===== config.mk =====
export PLATFORM = sky130hd
export DESIGN_NAME = day11_nibble_serial_comparator
export DESIGN_NICKNAME = d
export VERILOG_FILES = /design/src/rtl/day11_nibble_serial_comparator.sv
export SDC_FILE = /design/constraint.sdc
export NUM_CORES = 1
export LEC_CHECK = 0
export BUFFER_PORTS_ARGS = -buffer_cell sky130_fd_sc_hd__buf_2
export CELL_PAD_IN_SITES_DETAIL_PLACEMENT = 0
export CELL_PAD_IN_SITES_GLOBAL_PLACEMENT = 1
export CORE_ASPECT_RATIO = 1.4
export CORE_MARGIN = 2
export CORE_UTILIZATION = 40
export CTS_CLUSTER_DIAMETER = 30
export DETAILED_ROUTE_END_ITERATION = 16
export GPL_TIMING_DRIVEN = 0
export HOLD_SLACK_MARGIN = 0.1
export PLACE_DENSITY_LB_ADDON = 0.1
export SLEW_MARGIN = 30
export SYNTH_ARGS = -nofsm -noshare
export SYNTH_HDL_FRONTEND = slang
export SYNTH_SLANG_ARGS = --single-unit

===== constraint.sdc =====
create_clock -name clk -period 4.5 [get_ports clk]
set_clock_uncertainty 0.05 [all_clocks]
set_input_delay 0.675 -clock clk [delete_from_list [all_inputs] [get_ports clk]]
set_output_delay 0.675 -clock clk [all_outputs]
set_load 0.05 [all_outputs]

===== src/rtl/day11_nibble_serial_comparator.sv =====
// Serial WIDTH-bit magnitude comparator: one 4-bit slice walked MSB nibble first, early exit.
// Optional macro SIGNED_CMP_EN selects two's-complement comparison.

module day10_4bit_comparator (
  input  logic [3:0] a,
  input  logic [3:0] b,
  output logic       g,
  output logic       e,
  output logic       s
);
  assign g = (a > b);
  assign e = (a == b);
  assign s = (a < b);
endmodule

module day11_nibble_serial_comparator #(
  parameter int unsigned WIDTH = 16,
  parameter int unsigned CW    = $clog2(WIDTH / 4 + 1)
) (
  input  logic             clk,
  input  logic             rst_n,
  input  logic             in_valid,
  output logic             in_ready,
  input  logic [WIDTH-1:0] a,
  input  logic [WIDTH-1:0] b,
  output logic             out_valid,
  input  logic             out_ready,
  output logic             g,
  output logic             e,
  output logic             s,
  output logic [CW-1:0]    cmp_cycles
);

  localparam int unsigned NIBBLES = WIDTH / 4;
  localparam int unsigned IdxW    = (NIBBLES > 1) ? $clog2(NIBBLES) : 1;

  if (((WIDTH % 4) != 0) || (WIDTH < 4)) begin : gen_bad_width
    $error("WIDTH must be a multiple of 4 and at least 4");
  end

  typedef enum logic [1:0] {StIdle, StCompare, StDone} state_e;

  state_e            state_q, state_d;
  logic [WIDTH-1:0]  a_q, a_d, b_q, b_d;
  logic [IdxW-1:0]   idx_q, idx_d;
  logic [CW-1:0]     count_q, count_d;
  logic [CW-1:0]     cmp_q, cmp_d;
  logic              g_q, g_d, e_q, e_d, s_q, s_d;

  logic [WIDTH-1:0]  a_sh, b_sh;
  logic [3:0]        a_nib, b_nib;
  logic              sl_g, sl_e, sl_s;

  assign a_sh = a_q >> {idx_q, 2'b00};
  assign b_sh = b_q >> {idx_q, 2'b00};

`ifdef SIGNED_CMP_EN
  // Flipping the sign bit maps two's complement onto unsigned ordering.
  logic msb_nib;
  assign msb_nib = (idx_q == IdxW'(NIBBLES - 1));
  assign a_nib   = {a_sh[3] ^ msb_nib, a_sh[2:0]};
  assign b_nib   = {b_sh[3] ^ msb_nib, b_sh[2:0]};
`else
  assign a_nib   = a_sh[3:0];
  assign b_nib   = b_sh[3:0];
`endif

  day10_4bit_comparator u_slice (
    .a (a_nib),
    .b (b_nib),
    .g (sl_g),
    .e (sl_e),
    .s (sl_s)
  );

  always_comb begin
    state_d = state_q;
    a_d     = a_q;
    b_d     = b_q;
    idx_d   = idx_q;
    count_d = count_q;
    cmp_d   = cmp_q;
    g_d     = g_q;
    e_d     = e_q;
    s_d     = s_q;
    unique case (state_q)
      StIdle: begin
        if (in_valid) begin
          a_d     = a;
          b_d     = b;
          idx_d   = IdxW'(NIBBLES - 1);
          count_d = '0;
          state_d = StCompare;
        end
      end
      StCompare: begin
        count_d = count_q + 1'b1;
        if (sl_g || sl_s) begin
          g_d     = sl_g;
          s_d     = sl_s;
          e_d     = 1'b0;
          cmp_d   = count_q + 1'b1;
          state_d = StDone;
        end else if (idx_q == '0) begin
          g_d     = 1'b0;
          s_d     = 1'b0;
          e_d     = sl_e;
          cmp_d   = CW'(NIBBLES);
          state_d = StDone;
        end else begin
          idx_d = idx_q - 1'b1;
        end
      end
      StDone: begin
        if (out_ready) state_d = StIdle;
      end
      default: state_d = StIdle;
    endcase
  end

  always_ff @(posedge clk or negedge rst_n) begin
    if (!rst_n) begin
      state_q <= StIdle;
      a_q     <= '0;
      b_q     <= '0;
      idx_q   <= '0;
      count_q <= '0;
      cmp_q   <= '0;
      g_q     <= 1'b0;
      e_q     <= 1'b0;
      s_q     <= 1'b0;
    end else begin
      state_q <= state_d;
      a_q     <= a_d;
      b_q     <= b_d;
      idx_q   <= idx_d;
      count_q <= count_d;
      cmp_q   <= cmp_d;
      g_q     <= g_d;
      e_q     <= e_d;
      s_q     <= s_d;
    end
  end

  assign in_ready   = (state_q == StIdle);
  assign out_valid  = (state_q == StDone);
  assign g          = g_q;
  assign e          = e_q;
  assign s          = s_q;
  assign cmp_cycles = cmp_q;

endmodule


After elaboration in Yosys (flattened, before gate mapping). Cells that the tools add are included.

Register bits: 45. Bits in latches: 0. Bits in writable memories: 0. ROM bits: 0. Input bits: 36. Logic and storage cells: 51. Memories: 0.

Add/sub/neg operators: 2. Multiply operators: 0. Div/mod/pow operators: 0. $lt $le $gt $ge: 2. Eq/ne operators: 8. Shifts and indexed selects: 2. Muxes and demuxes: 18. Bitwise gates (word level): 0. Reduce and logical (&&, ||, !) cells: 10.

Operator list (count): right shift 16 x 4 -> 4 bit (2); 2-to-1 mux 2 bit (7); 2-to-1 mux 3 bit (3); != test 2 bit, second input constant (3); one-hot mux 2 bit (3 select lines) (1); one-hot mux 3 bit (2 select lines) (1); AND reduction 2 bit (3); 2-to-1 mux 1 bit (5); == test 4 bit (1); > comparator 4 bit (1); zero test 2 bit (2); < comparator 4 bit (1); one-hot mux 2 bit (2 select lines) (1); AND reduction 4 bit (1); nonzero test 2 bit (2); adder 3 x 1 -> 3 bit, second input constant (1); != test 3 bit, second input constant (1); AND reduction 3 bit (1); == test 2 x 1 -> 1 bit, second input constant (1); == test 2 bit, second input constant (1); != test 2 x 1 -> 1 bit, second input constant (1); subtractor 2 x 1 -> 2 bit, second input constant (1); logical OR 1 bit (1).

Longest topological paths before layout. Gate-level depths: netlist of the first run.

Word-level depth: 5. Mapped depth: 8.

Hierarchy. A second synthesis of the first run with hierarchy kept.

Cells, all modules: 152. Area total of the unflattened synthesis: 2250.9 um^2.

Modules (own cells, without submodules): day11_nibble_serial_comparator (times used 1, cells each 136, area an instance 2122.0 um^2, seq. area each 1126.1 um^2); day10_4bit_comparator (times used 1, cells each 16, area an instance 128.9 um^2, seq. area each 0.0 um^2).

Worst setup path before layout of the first run. OpenSTA, ideal clock, no wires.

Kind: reg-to-reg. From: register idx_q[0]. To: register cmp_q[0], in the netlist cmp_cycles[0]. Library setup time: 0.121 ns. Data arrival time: 2.244 ns. Setup slack: 2.085 ns. Cell stages (with the launch flop): 8. Path buffers: 1. Period minus slack after synthesis: 2.415 ns. Cells stage by stage: dfrtp_1 buf_2 mux4_2 ha_1 a21oi_1 nor3b_4 o31ai_4 a22o_1.

Longest elaborated chain between the ends: 5. Elaborated cells between the ends (all ways): 9.

RTL lines: start: declaration (line 45) `logic [IdxW-1:0] idx_q, idx_d;`; start signal: assignment (line 136) `idx_q <= idx_d;`; right shift 16 x 4 -> 4 bit (on tied branches) (line 54, 55); > comparator 4 bit / < comparator 4 bit (equally long branches) (line 11, 13); logical OR 1 bit (line 98) `if (sl_g || sl_s) begin`; nonzero test 2 bit (no source line); AND reduction 2 bit (no source line); end signal: assignment (line 138) `cmp_q <= cmp_d;`; end: declaration (line 47) `logic [CW-1:0] cmp_q, cmp_d;`.

Several ways; a longest one is shown, not always the timed one. A chain may end at the register's enable or synchronous reset.

Worst setup path in the final report of the first run. Ends and elaborated chain as after synthesis.

==> results of run 1 <==
## metal layers
metal	part of all wire	vias up
met5	0	-
met4	0.019	0
met3	0.045	7
met2	0.54	33
met1	0.39	650
li1	-	614
## area by class of cell
| type | count | area share |
|---|---|---|
| plain buffers | 7 | 0.01906 |
| clock buffers | 7 | 0.03862 |
| clock inverters | 1 | 0.002006 |
| inverters | 9 | 0.01354 |
| multi-input cells | 84 | 0.3551 |
| flip-flops and latches | 45 | 0.4514 |
| well taps | 66 | 0.03310 |
| repair buffers | 43 | 0.08726 |
## path summary, 6_finish.rpt
path | slack (ns) | to | from | depth (start not counted)
worst max-delay path | 1.85 | cmp_cycles[0] | idx_q[0] | 7
worst min-delay path | 0.32 | a_q[6] | rst_n | 1
worst max register to register | 1.85 | cmp_cycles[0] | idx_q[0] | 7
worst min register to register | 0.45 | g | g | 1
max in group asynchronous | 3.70 | b_q[15] | rst_n | 1
min in group clk | 0.45 | g | g | 1
## kinds of logic after synthesis
kind of cell	Yosys count
xor+xnor	1
compound gates	15
fa+ha+maj	6
flops	45
mux	42
buf+inv	16
simple gates	20
## worst reg2reg max path, cell delays in order, from the launching register on
cell     delay, ns
dfrtp_1       0.38
buf_2         0.31
mux4_2        0.55
ha_1          0.35
a21oi_1       0.20
nor3b_4       0.31
o31ai_4       0.14
a22o_1        0.25
## state kept, by name (all words and copies together), names as in the netlist
signal	cells
a_q	16
b_q	16
cmp_cycles	3
count_q	3
idx_q	2
state_q	2
e	1
g	1
s	1
## metrics by stage
stage / power, mW / area, µm² / utilization / hold slack [ns] / setup slack (ns)
global placement: 1.541 / 2391 / 0.4670 / 0.4178 / 1.857
global route: 1.966 / 2495 / 0.4873 / 0.3483 / 1.667
finish: 1.817 / 2495 / 0.4873 / 0.3209 / 1.850
floorplan: 1.377 / 2093 / - / 0.3294 / 2.085
detailed placement: 1.577 / 2391 / 0.4670 / 0.4381 / 1.838
CTS: 1.854 / 2492 / 0.4868 / 0.4593 / 1.811
## layout by cell type (no fill, tap or decap)
master     synthesis  final
nand4_1            1      1
mux4_2             8      8
a22o_1             2      2
o31ai_4            1      1
ha_1               6      6
a21oi_1            2      2
mux2_2            32     32
dfrtp_1           45     45
nand2_1            5      5
nand2b_1           1      1
o2bb2ai_1          1      1
o21ai_0            5      5
nor3b_4            1      1
buf_4              5      6
nor3b_2            1      1
or2b_1             1      1
clkbuf_8           0      7
o21a_1             1      1
inv_1              9      9
mux2i_1            2      2
nor2_1             6      6
or2_1              1      1
clkinv_2           0      1
a32o_1             1      1
a22oi_1            1      1
xnor2_1            1      1
o211ai_1           1      1
buf_2              2     44
nor4_2             1      1
and2b_1            2      2
## power groups by stage
stage	clock network (mW)	logic, mW	registers, mW
3_3_place_gp	0	0.848	0.693
3_5_place_dp	0	0.870	0.707
2_1_floorplan	0	0.630	0.747
6_report	0.269	0.854	0.693
4_1_cts	0.283	0.872	0.699
5_1_grt	0.300	0.946	0.720
## Yosys cell counts (all sizes together)
library cell  instances  share of area
a21oi                 2         0.0048
a22o                  2         0.0084
a22oi                 1         0.0036
a32o                  1         0.0048
and2b                 2         0.0072
buf                   7          0.023
dfrtp                45           0.54
ha                    6          0.036
inv                   9          0.016
mux2                 32           0.17
mux2i                 2         0.0096
mux4                  8          0.086
nand2                 5         0.0090
nand2b                1         0.0030
nand4                 1         0.0030
nor2                  6          0.011
nor3b                 2          0.015
nor4                  1         0.0060
o211ai                1         0.0036
o21a                  1         0.0036
o21ai                 5          0.012
o2bb2ai               1         0.0042
o31ai                 1          0.010
or2                   1         0.0030
or2b                  1         0.0036
xnor2                 1         0.0042
==> summary.md, run 1 <==
| Metric | Value |
|---|---|
| Outcome | `finished clean` |
| Leak | `1.171 nW` |
| Slew @ Worst Pin | `0.5644 ns` |
| CTS Buf Count | `5` |
| Die W | `65.14 µm` |
| Placed instance count | `254` |
| Logic pwr share | `0.470` |
| Synth warnings | `0` |
| # fillers | `508` |
| Diode count | `0` |
| Net Sw Power | `0.6598 mW` |
| Crit path kind | `reg -> reg` |
| Main combinational cell family by area after synthesis | `multiplexers` |
| Root Driver | `clkbuf_8` |
| Buf/Inv on CP | `1` |
| Post-synthesis xor/xnor area fraction | `0.004184` |
| IO Count | `44` |
| Switching share of power | `0.3632` |
| Crit end category | `flop` |
| Syn_nets | `187` |
| TritonCTS clock tree | `yes` |
| Clk pwr share | `0.148` |
| Clock buffer depth | `2` |
| Syn Area/Cell | `14.44 µm²` |
| Sequential area share after synthesis | `0.5380` |
| TritonCTS Sinks | `45` |
| Final Hold Vio Count | `0` |
| Grt peak-use layer | `met2` |
| Remaining DRCs | `0` |
| Clock-pin slew on the worst setup and hold paths | `0.08 ns` |
| Vias per cell | `4.977` |
| Multi-input logic area | `885.9 µm²` |
| Simple-Gate Fraction of Synth Area | `0.06037` |
| Resized cells post-CTS | `0` |
| Worst path slowest cell | `mux4_2` |
| Non-filler cells, final | `262` |
| Sequential Power Share | `0.382` |
| Max Fclk | `377.3 MHz` |
| Setup bufs post-CTS | `0` |
| Post-synthesis mux area share | `0.2678` |
| Synth Register Bits | `45` |
| Vias in the first global route | `1392` |
| Max-Cap Viols | `0` |
| Rel. slew slack | `0.6237` |
| Cell Int Power | `1.157 mW` |
| Area grow syn2layout | `19.19%` |
| Fin crit share | `0.5890` |
| Die area | `5836 µm²` |
| Pwr per Cell Area | `728.1 nW/µm²` |
| Largest net degree at the start of global routing | `46` |
| GPL Wtd Cong | `0.7163` |
| Crit path cell chain | `buf_2 -> mux4_2 -> ha_1 -> a21oi_1 -> nor3b_4 -> o31ai_4 -> a22o_1` |
| Core area | `5120 µm²` |
| Final slew viol count | `0` |
| Total GRT Usage | `0.1491` |
| Pre-antenna DRT Iters | `4` |
| Antenna Nets Post-Route | `0` |
| Sequential cell area | `1126 µm²` |
| Synth Cell Area | `2093 µm²` |
| Sum Neg Setup Slack | `0 ns` |
| Adder-Cell Fraction of Synth Area | `0.03586` |
| Final nets | `237` |
| H-tree Lvls | `2` |
| Compound-Gate Fraction of Synth Area | `0.05499` |
| Die height | `89.60 µm` |
| M2 GR Usage | `0.2634` |
| Routed WL per cell | `14.74 µm` |
| Syn Inst Count | `145` |
| Initial antenna violation count | `0` |
| Hpwl dp | `2.955 mm` |
| Post-synthesis cell type count | `28` |
| Starting Density | `0.4088` |
| Initial DRC Count | `25` |
| IO Port Bufs | `43` |
| Data required time of the worst path | `4.64 ns` |
| CP Launch Type | `flop` |
| First-pass GRT wire length | `6.396 mm` |
| RSZ-0062 raised after global routing | `false` |
| Final wirelength | `3.861 mm` |
| Cts hold-fix bufs | `0` |
| Period minus WS final | `2.650 ns` |
| GR Overflow Total | `0` |
| Max VDD drop | `0.2757 mV` |
| Met1 usage | `0.1695` |
| CP peak stage delay | `0.55 ns` |
| Share of layout cells above drive strength 1 | `0.5204` |
| CP delay by family, top | `compound AO/OA/AOI/OAI gates` |
| Setup Viol. Count Final | `0` |
| Total number of vias | `1304` |
| Met3 Resource Use GR | `0.04364` |
| Max Fanout on Critical Path | `10` |
| Worst skew pair latency | `0.30 ns` |
| Cell Rows | `31` |
| CP arrival | `2.79 ns` |
| Min-Delay Path Class | `in -> async` |
Power figures use the tool's default switching activity.
==> run 2, diff against run 1 <==
- clock period: 4.5 -> 2.5 ns (I/O delays scaled with it)
==> run 2 against run 1 <==
Effect of this change: clock-buffer cell count stayed put; maximum frequency is 11% higher; routed wire length is 1.4% higher; critical endpoint is now idx_q[0]; largest cell class unchanged; largest power group unchanged.
==> summary.md, run 2 (same netlist as run 1, synthesis figures left out) <==
| Metric | Value |
|---|---|
| Fin crit share | `0.9551` |
| Clock-pin slew on the worst setup and hold paths | `0.08 ns` |
| TritonCTS clock tree | `yes` |
| Crit path cell chain | `buf_6 -> mux4_2 -> ha_4 -> nand4_1 -> nor4_2 -> mux2i_1` |
| Pwr per Cell Area | `1334 nW/µm²` |
| Final wirelength | `3.916 mm` |
| Share of layout cells above drive strength 1 | `0.5522` |
| Worst R2R Setup Slack | `0.11 ns` |
| RSZ-0062 raised after global routing | `true` |
| Die area | `5836 µm²` |
| Final nets | `242` |
| Crit end category | `flop` |
| Non-filler cells, final | `267` |
| H-tree Lvls | `2` |
| Period minus WS final | `2.388 ns` |
| Setup Viol. Count Final | `0` |
| Data required time of the worst path | `2.68 ns` |
| Endpoint, Worst Hold | `state_q[1]` |
| Outcome | `finished clean` |
| Total number of vias | `1329` |
| Antenna Nets Post-Route | `0` |
| Rel. slew slack | `0.6233` |
| Area grow syn2layout | `23.01%` |
| Buf/Inv on CP | `1` |
| Hold_sp | `out_ready` |
| Routed WL per cell | `14.67 µm` |
| Starting Density | `0.4088` |
| GR Overflow Total | `0` |
| Placed instance count | `254` |
| CP Launch Type | `flop` |
| Worst skew pair latency | `0.30 ns` |
| Largest net degree at the start of global routing | `46` |
| Core area | `5120 µm²` |
| Initial DRC Count | `29` |
| TritonCTS Sinks | `45` |
| CP delay by family, top | `multiplexers` |
| Sequential cell area | `1126 µm²` |
| Diode count | `0` |
| Crit path kind | `reg -> reg` |
| IO Count | `44` |
| Vias in the first global route | `1410` |
| Slew @ Worst Pin | `0.5650 ns` |
| Die W | `65.14 µm` |
| CP arrival | `2.56 ns` |
| Multi-input logic area | `915.9 µm²` |
| Worst flop-to-flop path startpoint | `idx_q[0]` |
| Initial antenna violation count | `0` |
| Pre-antenna DRT Iters | `4` |
| Max-Cap Viols | `0` |
| Remaining DRCs | `0` |
| Max VDD drop | `0.5531 mV` |
| Max Fanout on Critical Path | `8` |
| CP peak stage delay | `0.56 ns` |
| Final slew viol count | `0` |
| Max Fclk | `418.8 MHz` |
| Worst path slowest cell | `mux4_2` |
| Final Hold Vio Count | `0` |
| First-pass GRT wire length | `6.430 mm` |
| Vias per cell | `4.978` |
| Root Driver | `clkbuf_8` |
| Largest regs | `a_q (16), b_q (16)` |
| IO Port Bufs | `43` |
| # fillers | `510` |
| Hold Path Stages | `2` |
| Cell Rows | `31` |
| Commonest non-fill, non-tap cells in the layout | `dfrtp_1 (45), buf_2 (43), mux2_2 (32)` |
| FF-to-FF End | `idx_q[0]` |
| Clock buffer depth | `2` |
| Sum Neg Setup Slack | `0 ns` |
| CTS Buf Count | `5` |
| Commonest non-fill, non-tap cell in the layout | `dfrtp_1` |
| R2r worst-path depth | `6` |
| Leak | `1.197 nW` |
| GPL Wtd Cong | `0.7163` |
| Hpwl dp | `2.955 mm` |
| Die height | `89.60 µm` |
| Total GRT Usage | `0.1496` |
| Min-Delay Path Class | `in -> reg` |
==> run 2: how the worst max path moves through the flow <==
| stage | from | to | slack (ns) | cells past startpoint |
|---|---|---|---|---|
| CTS | idx_q[0] | cmp_cycles[0] | 0.02 | 7 |
| global route | idx_q[0] | idx_q[1] | -0.02 | 6 |
| finish | idx_q[0] | idx_q[0] | 0.11 | 6 |
| floorplan | idx_q[0] | cmp_cycles[0] | 0.08 | 7 |
| global placement | idx_q[0] | cmp_cycles[0] | -0.14 | 7 |
| detailed placement | idx_q[0] | cmp_cycles[0] | -0.16 | 7 |
==> run 2: layout make-up <==
class,count,share of cell area
Buffer,7,0.02089
Clock buffer,7,0.03741
Clock inverter,1,0.001944
Inverter,9,0.01312
Multi-Input combinational cell,84,0.3557
Sequential cell,45,0.4373
Tap cell,66,0.03207
Timing Repair Buffer,48,0.1016
==> run 2: stage by stage <==
stage	util	area (µm²)	hold WS, ns	setup WS, ns	total power [mW]
after floorplan	-	2093	0.02941	0.08490	2.479
after global placement	0.4670	2391	0.4178	-0.1431	2.773
after detailed placement	0.4670	2391	0.4381	-0.1619	2.839
after CTS	0.4924	2521	0.2271	0.02064	3.377
after global routing	0.5029	2575	0.2369	-0.01938	3.701
final	0.5029	2575	0.2354	0.1123	3.435
==> run 2: report_power, final <==
part	total (mW)	switching, mW	internal, mW
registers	1.25	0.179	1.07
logic	1.70	0.824	0.876
clock network	0.486	0.236	0.250
==> run 2: worst reg2reg max path, stage by stage (launching register included) <==
cell and delay, ns:
dfrtp_1 0.38, buf_6 0.17, mux4_2 0.56, ha_4 0.29, nand4_1 0.25, nor4_2 0.40
mux2i_1 0.23
==> run 2: per-layer routing <==
| metal | vias to the layer above | share of wire | routed length (µm) | global-route usage |
|---|---|---|---|---|
| met5 | - | 0 | 0 | 0 |
| met4 | 0 | 0.018 | 72 | 0.06250 |
| met3 | 7 | 0.040 | 158 | 0.04364 |
| met2 | 29 | 0.55 | 2145 | 0.2652 |
| met1 | 668 | 0.39 | 1540 | 0.1695 |
| li1 | 625 | - | - | - |
==> run 2: timing repair <==
item | in CTS | in global routing
gates resized for setup | 2 | 6
hold buffers | 0 | 1
setup buffers | 3 | 1
endpoints found under the hold margin | 0 | 45
setup endpoints to repair | 10 | 10
pin swaps | 0 | 2
==> run 3, diff against run 2 <==
- REMOVE_ABC_BUFFERS: unset -> 1
==> run 3 against run 2 <==
Effect of this change: die area stayed put; utilization is 0.73 points higher; cell area is 1.5% higher; non-clock buffer count is 1 lower.
==> summary.md, run 3 (same netlist as run 1, synthesis figures left out) <==
| Metric | Value |
|---|---|
| Commonest non-fill, non-tap cells in the layout | `dfrtp_1 (44), buf_2 (42), mux2_2 (32)` |
| Hpwl dp | `2.824 mm` |
| Vias in the first global route | `1517` |
| # fillers | `495` |
| First-pass GRT wire length | `6.610 mm` |
| Root Driver | `clkbuf_8` |
| Commonest non-fill, non-tap cell in the layout | `dfrtp_1` |
| TritonCTS clock tree | `yes` |
| Largest regs | `a_q (16), b_q (16)` |
| Area grow syn2layout | `24.81%` |
| FF-to-FF End | `g` |
| GPL Wtd Cong | `0.7025` |
| Diode count | `0` |
| Max-Cap Viols | `0` |
| Data required time of the worst path | `2.63 ns` |
| Max VDD drop | `0.5531 mV` |
| Endpoint, Worst Hold | `state_q[1]` |
| IO Port Bufs | `43` |
| Initial antenna violation count | `0` |
| Metal2 WL | `2.066 mm` |
| Share of layout cells above drive strength 1 | `0.5700` |
| Crit path kind | `reg -> reg` |
| Cell Rows | `31` |
| Starting Density | `0.4088` |
| R2r worst-path depth | `9` |
| Period minus WS final | `2.499 ns` |
| Routed WL per cell | `14.27 µm` |
| Worst R2R Setup Slack | `0.001 ns` |
| Initial DRC Count | `26` |
| Cell Int Power | `2.252 mW` |
| Core area | `5120 µm²` |
| Highest routed layer | `met4` |
| Worst flop-to-flop path startpoint | `idx_q[0]` |
| Crit end category | `flop` |
| Outcome | `finished clean` |
| Sum Neg Setup Slack | `0 ns` |
| Final Hold Vio Count | `0` |
| Max Fclk | `400.2 MHz` |
| IO Count | `44` |
| Remaining DRCs | `0` |
| CTS Buf Count | `5` |
| Die area | `5836 µm²` |
| Final nets | `241` |
| Worst setup margin | `0.001278 ns` |
| Sequential Power Share | `0.359` |
| Switching share of power | `0.3609` |
| Slew @ Worst Pin | `0.6585 ns` |
| Wire length on met1 | `1.467 mm` |
| Final slew viol count | `0` |
| DP Worst Slack | `-0.2784 ns` |
| Sequential cell area | `1130 µm²` |
| Die height | `89.60 µm` |
| Final wirelength | `3.795 mm` |
| Rel. slew slack | `0.5605` |
| Met3 Wirelength | `201 µm` |
| Die W | `65.14 µm` |
| Antenna Nets Post-Route | `0` |
| Total GRT Usage | `0.1497` |
| Fin crit share | `0.9995` |
| Min-Delay Path Class | `in -> reg` |
| Net Sw Power | `1.272 mW` |
| CP arrival | `2.63 ns` |
| DP Area | `2376 µm²` |
| Logic pwr share | `0.504` |
| Worst skew pair latency | `0.29 ns` |
| Total number of vias | `1326` |
| GR Overflow Total | `0` |
| Multi-input logic area | `943.4 µm²` |
| RSZ-0062 raised after global routing | `true` |
| Hold_sp | `out_ready` |
| Hold WS | `0.2358 ns` |
| H-tree Lvls | `2` |
| Clock buffer depth | `2` |
| Vias per cell | `4.985` |
| Max Fanout on Critical Path | `6` |
| Pre-antenna DRT Iters | `2` |
| Leak | `1.191 nW` |
| Largest net degree at the start of global routing | `46` |
| Finished layout cell area | `2613 µm²` |
| TritonCTS Sinks | `45` |
| Clk pwr share | `0.137` |
| CP Launch Type | `flop` |
| Hold Path Stages | `2` |
| Setup Viol. Count Final | `0` |
| Clock-pin slew on the worst setup and hold paths | `0.08 ns` |
| Pwr per Cell Area | `1349 nW/µm²` |
run 3: per-layer routing:
metal | track usage | up-vias
met1 | 0.1675 | 668
met4 | 0.05114 | 0
met3 | 0.04863 | 5
met2 | 0.2699 | 29
li1 | - | 624
met5 | 0 | -
run 3: worst max path at each step:
stage	cells past startpoint	from	slack [ns]	endpoint
final	9	idx_q[0]	0.001	g
after global routing	9	idx_q[0]	-0.09	g
after CTS	6	idx_q[0]	0.004	cmp_cycles[1]
after detailed placement	6	idx_q[0]	-0.28	cmp_cycles[1]
after global placement	5	in_valid	-0.55	count_q[2]
after floorplan	6	idx_q[0]	0.03	cmp_cycles[0]
run 3: worst max-delay path, cell delays in order (launching register included):
cell and delay [ns]:
dfrtp_4 0.50, buf_6 0.13, buf_6 0.10, mux4_2 0.42
inv_2 0.08, ha_4 0.20, and2b_2 0.21, nor3b_4 0.32
o31ai_4 0.12, a32o_1 0.24
run 3: power groups by stage:
stage	sequential [mW]	combinational, mW	clock (mW)
3_5_place_dp	1.32	1.50	0
3_3_place_gp	1.28	1.45	0
2_1_floorplan	1.37	1.07	0
5_1_grt	1.31	1.96	0.534
4_1_cts	1.30	1.54	0.507
6_report	1.27	1.78	0.481
run 3: area by class of cell:
type | count | area share
inverter | 9 | 0.01293
clock buffer | 7 | 0.03688
sequential | 45 | 0.4325
clock inverter | 1 | 0.001916
tap | 66 | 0.03161
timing repair buffer | 54 | 0.1231
multi-input combinational | 84 | 0.3611
run 3: what timing repair did:
action                                  CTS  global route
setup buffers                             2             6
pin swaps                                 0             8
resized for setup                         2            12
hold endpoints to repair                  0            45
hold buffers                              0             1
endpoints found under the setup margin   10            10
run 3: metrics by stage:
stage / util / power, mW / cells
after global placement: 0.4577 / 2.729 / 247
after floorplan: - / 2.441 / 138
final: 0.5103 / 3.524 / 266
after detailed placement: 0.4641 / 2.824 / 249
after global routing: 0.5103 / 3.800 / 266
after CTS: 0.4875 / 3.347 / 259
